`config.mk`:
```
export PLATFORM = sky130hd
export DESIGN_NAME = state_lane_memory
export DESIGN_NICKNAME = d
export VERILOG_FILES = /design/src/rtl/state_lane_memory.sv
export SDC_FILE = /design/constraint.sdc
export NUM_CORES = 2
export LEC_CHECK = 0
export ABC_AREA = 1
export CAP_MARGIN = 20
export CORE_AREA = 2 2 660 662
export CTS_BUF_LIST = sky130_fd_sc_hd__clkbuf_4
export DETAILED_ROUTE_END_ITERATION = 10
export DIE_AREA = 0 0 662 664
export PLACE_DENSITY_LB_ADDON = 0.12
export SLEW_MARGIN = 40
export SYNTH_ARGS = -nofsm -noshare
export SYNTH_HDL_FRONTEND = slang
export SYNTH_SLANG_ARGS = --single-unit
```
`constraint.sdc`:
```
create_clock -name clk -period 7.45 [get_ports clk]
set_clock_uncertainty 0.15 [all_clocks]
set_input_delay 1.49 -clock clk [delete_from_list [all_inputs] [get_ports clk]]
set_output_delay 1.49 -clock clk [all_outputs]
set_load 0.02 [all_outputs]
```
`src/rtl/state_lane_memory.sv`:
```
// Lane memory with single-lane write, one-cycle bulk load, and a
// valid/ready dump port that streams every lane in order with contents frozen.
module state_lane_memory #(
  parameter int LANE_W = 25,
  parameter int DEPTH  = 64,
  parameter int ADDR_W = 6
) (
  input  logic                    clk,
  input  logic                    rst_n,
  input  logic                    load,
  input  logic [LANE_W*DEPTH-1:0] init_data,
  input  logic                    write,
  input  logic [ADDR_W-1:0]       page,
  input  logic [LANE_W-1:0]       data,
  output logic [LANE_W-1:0]       out,
  input  logic                    save,
  input  logic                    dump_ready,
  output logic                    dump_valid,
  output logic [ADDR_W-1:0]       dump_addr,
  output logic [LANE_W-1:0]       dump_data,
  output logic                    busy
);

  typedef enum logic {S_IDLE, S_DUMP} state_t;

  localparam logic [ADDR_W-1:0] LAST = ADDR_W'(DEPTH - 1);

  state_t            r_state, w_state_nxt;
  logic [ADDR_W-1:0] r_addr, w_addr_nxt;
  logic [LANE_W-1:0] r_lane [DEPTH];

  logic w_page_ok, w_idle, w_do_load, w_do_save, w_do_write;

  // A full power-of-two address space has no out-of-range pages.
  generate
    if (DEPTH == (1 << ADDR_W)) begin : g_full
      assign w_page_ok = 1'b1;
    end else begin : g_part
      assign w_page_ok = int'(page) < DEPTH;
    end
  endgenerate

  assign w_idle     = (r_state == S_IDLE);
  assign w_do_load  = w_idle & load;
  assign w_do_save  = w_idle & ~load & save;
  assign w_do_write = w_idle & ~load & ~save & write & w_page_ok;

  always_comb begin
    w_state_nxt = r_state;
    w_addr_nxt  = r_addr;
    case (r_state)
      S_IDLE: if (w_do_save) w_state_nxt = S_DUMP;
      S_DUMP: if (dump_ready) begin
        if (r_addr == LAST) begin
          w_state_nxt = S_IDLE;
          w_addr_nxt  = '0;
        end else begin
          w_addr_nxt = r_addr + 1'b1;
        end
      end
      default: w_state_nxt = S_IDLE;
    endcase
  end

  always_ff @(posedge clk) begin
    if (!rst_n) begin
      r_state <= S_IDLE;
      r_addr  <= '0;
    end else begin
      r_state <= w_state_nxt;
      r_addr  <= w_addr_nxt;
    end
  end

  always_ff @(posedge clk) begin
    if (!rst_n) begin
      for (int k = 0; k < DEPTH; k++) r_lane[k] <= '0;
    end else if (w_do_load) begin
      for (int k = 0; k < DEPTH; k++) r_lane[k] <= init_data[k*LANE_W +: LANE_W];
    end else if (w_do_write) begin
      r_lane[page] <= data;
    end
  end

  // r_addr is held at 0 outside a dump, so dump_data reads lane 0 then.
  assign out        = w_page_ok ? r_lane[page] : '0;
  assign busy       = (r_state == S_DUMP);
  assign dump_valid = busy;
  assign dump_addr  = r_addr;
  assign dump_data  = r_lane[r_addr];

endmodule

```
==> impl_metrics.tcl <==
set metrics [dict create \
    htreeDepth 5 \
    cts_hold_buf 0 \
    num_vias 115000 \
    die-area_um2 440000 \
    seq_power_share_pct 42.9 \
    slew_viol_final 0 \
    crit_path_frequent_cell "nand3_1" \
    p_per_area_nw_per_um2 203 \
    cp.arrival_ps 5570 \
    fillers 47500 \
    layout_commonest_cell "nand2_1" \
    grt_use_met3_pct 5.35 \
    drt_first_pass_iters 6 \
    reg2reg_slack_ps 3870 \
    fin_nets 16900 \
    postCtsSetupBuffers 0 \
    initial_utilization_pct 23.4 \
    syn_nets 15500 \
    grt_max_degree 174 \
    fp.dieW_um 662 \
    rsz0062_at_grt "false" \
    slowest_delay_ps 770 \
    gp_congestion 0.961 \
    syn_inst 13900 \
    cts_resized 0 \
    timing.rr.start "busy" \
    crit_slowest_cell "clkdlybuf4s50_1" \
    drt_iter0_drc 17200 \
    place_area_um2 125000 \
    crit_fanout 73 \
    slew_headroom_pct 25.0 \
    grt_pass1_vias 108000 \
    crit_path_cell_trace "inv_8 -> buf_4 -> nand3_1 -> nand3_1 -> nand2_1 -> nand2_1 -> nand3_1 -> nand3_1 -> nand2_1 -> clkdlybuf4s50_1" \
    synthToLayoutAreaGrowth_pct 29.6 \
    p_sw_share_pct 34.9 \
    gr-total-overflow 0 \
    path_class "reg2out" \
    core_um2 433000 \
    syn_avg_cell_area_um2 7.29 \
    row_count 242 \
    grt_usage_pct 33.4 \
    power_switching_mw 9.33 \
    holdCritStartpoint "rst_n" \
    drcViolationCount 0 \
    total_power_mw 26.7 \
    pin_count 1695 \
    clk_latency_ps 1560 \
    ir_drop_v 0.000110 \
    tightest_slew_ps 1130 \
    grt_antenna_before_repair 138 \
    critPathLaunchType "register" \
    comb_power_share_pct 22.2 \
    layout-drive-gt1-share_pct 8.36 \
    final_cells 21400 \
    end_kind "output pin" \
    grt_util_met1_pct 43.0 \
    stdcell_area_um2 131000 \
    met2_usage_pct 50.7 \
    layout_common_cells "nand2_1, nand3_1, clkdlybuf4s50_1, edfxtp_1, inv_1" \
    hp-class "in2reg" \
    portBuffers 1694 \
    wire_per_inst_um 35.8 \
    die_h_um 664 \
    dp_cells 20500 \
    ys_ff_latch 1613 \
    run_status "finished, final reports clean" \
    crit_family "simple AND/OR/NAND/NOR gates" \
    cts.sinks 1613 \
    max-cap-violations 0 \
    dp_hpwl_um 568000 \
    clk_pin_slew_ps 80 \
    cts_buffers 485 \
    hold_viol 0 \
    drtAntennaViolNets 0 \
    fin_util_pct 30.4 \
    clock_path_buffers 4 \
    wl_um 767000 \
    cp.buffers_inverters 3 \
    routed_via_density 5.38 \
    cp.required_ps 5810 \
    cts_tree "done" \
    p_leak_nw 56.3 \
    synth-warning-count 0 \
    clkPwrFrac_pct 34.9 \
    cts-root-buf "clkbuf_4" \
    top_usage_layer "met2" \
    fmax_ghz 0.139 \
    p_int_mw 17.4 \
    ys_seq_area_share_pct 47.7 \
    grt_first_pass_wirelength_um 994000 \
    synth_cell_types 27 \
    setup_tns_ps 0 \
    synth_area_um2 101000 \
    fin_crit_sh_pct 96.8 \
    post-route-min-period_ps 7210 \
    finalSetupViolCount 0 \
]
==> layout make-up <==
cell class	count	area, um2	share of cell area (%)
flip-flops and latches	1613	48300	36.8
well taps	5734	7170	5.46
repair buffers	2097	21100	16.1
clock inverters	166	992	0.756
diodes	66	165	0.126
multi-input cells	10100	44700	34.1
clock buffers	700	5260	4.00
inverters	906	3550	2.71
==> per-stage QoR <==
stage	setup slack, ps	hold WS [ps]
floorplan	2950	428
detailed placement	702	380
CTS	82.4	146
global placement	533	396
finish	241	308
global route	179	253
==> cell families after synthesis <==
group	share of synthesized area (%)
simple gates	33.1
flops	47.7
buf+inv	8.39
fa+ha+maj	0.0123
compound gates	10.9
==> state kept, by name, summed over array words and instances (netlist names), named ones only <==
register and cells:
r_lane 1600, busy 1, dump_addr 6
==> final timing paths <==
kind	end	cells past startpoint
setup / recovery	dump_data[17]	10
hold / removal	busy	3
setup reg to reg	r_lane[54][16]	9
hold reg to reg	busy	2
==> routing by layer <==
layer / wire [um] / share of wire (%) / vias to the layer above
met5: 367 / 0.048 / -
li1: - / - / 49600
met1: 302000 / 39 / 56600
met2: 334000 / 44 / 7613
met3: 67200 / 8.8 / 1437
met4: 63500 / 8.3 / 58
==> synth_stat cells (all sizes together) <==
master,count,share of area (%)
or2,1,0.0062
nor3,11,0.16
buf,464,2.2
dfxtp,13,0.26
nand2,5911,22
nor2,106,0.39
a21oi,256,1.3
clkbuf,775,2.9
a211oi,1,0.0074
o22ai,850,5.2
ha,1,0.012
nand3,2130,11
o21ai,878,4.3
nand4,1,0.0062
and3,1,0.0062
nor3b,1,0.0074
edfxtp,1600,47
inv,906,3.4
==> power by group through the flow <==
stage / Clock [mW] / Combinational (mW) / Sequential (mW)
after floorplan: 0 / 2.38 / 11.3
after global placement: 0 / 5.82 / 11.6
after detailed placement: 0 / 5.82 / 11.6
after CTS: 9.43 / 5.84 / 11.4
after global routing: 9.85 / 6.16 / 11.5
final: 9.33 / 5.94 / 11.4
==> worst min-delay path, cell delays in order <==
cell	delay (ps)
buf_8	200
inv_2	190
a21oi_1	50
No activity file was read; power rests on OpenSTA's default activity.
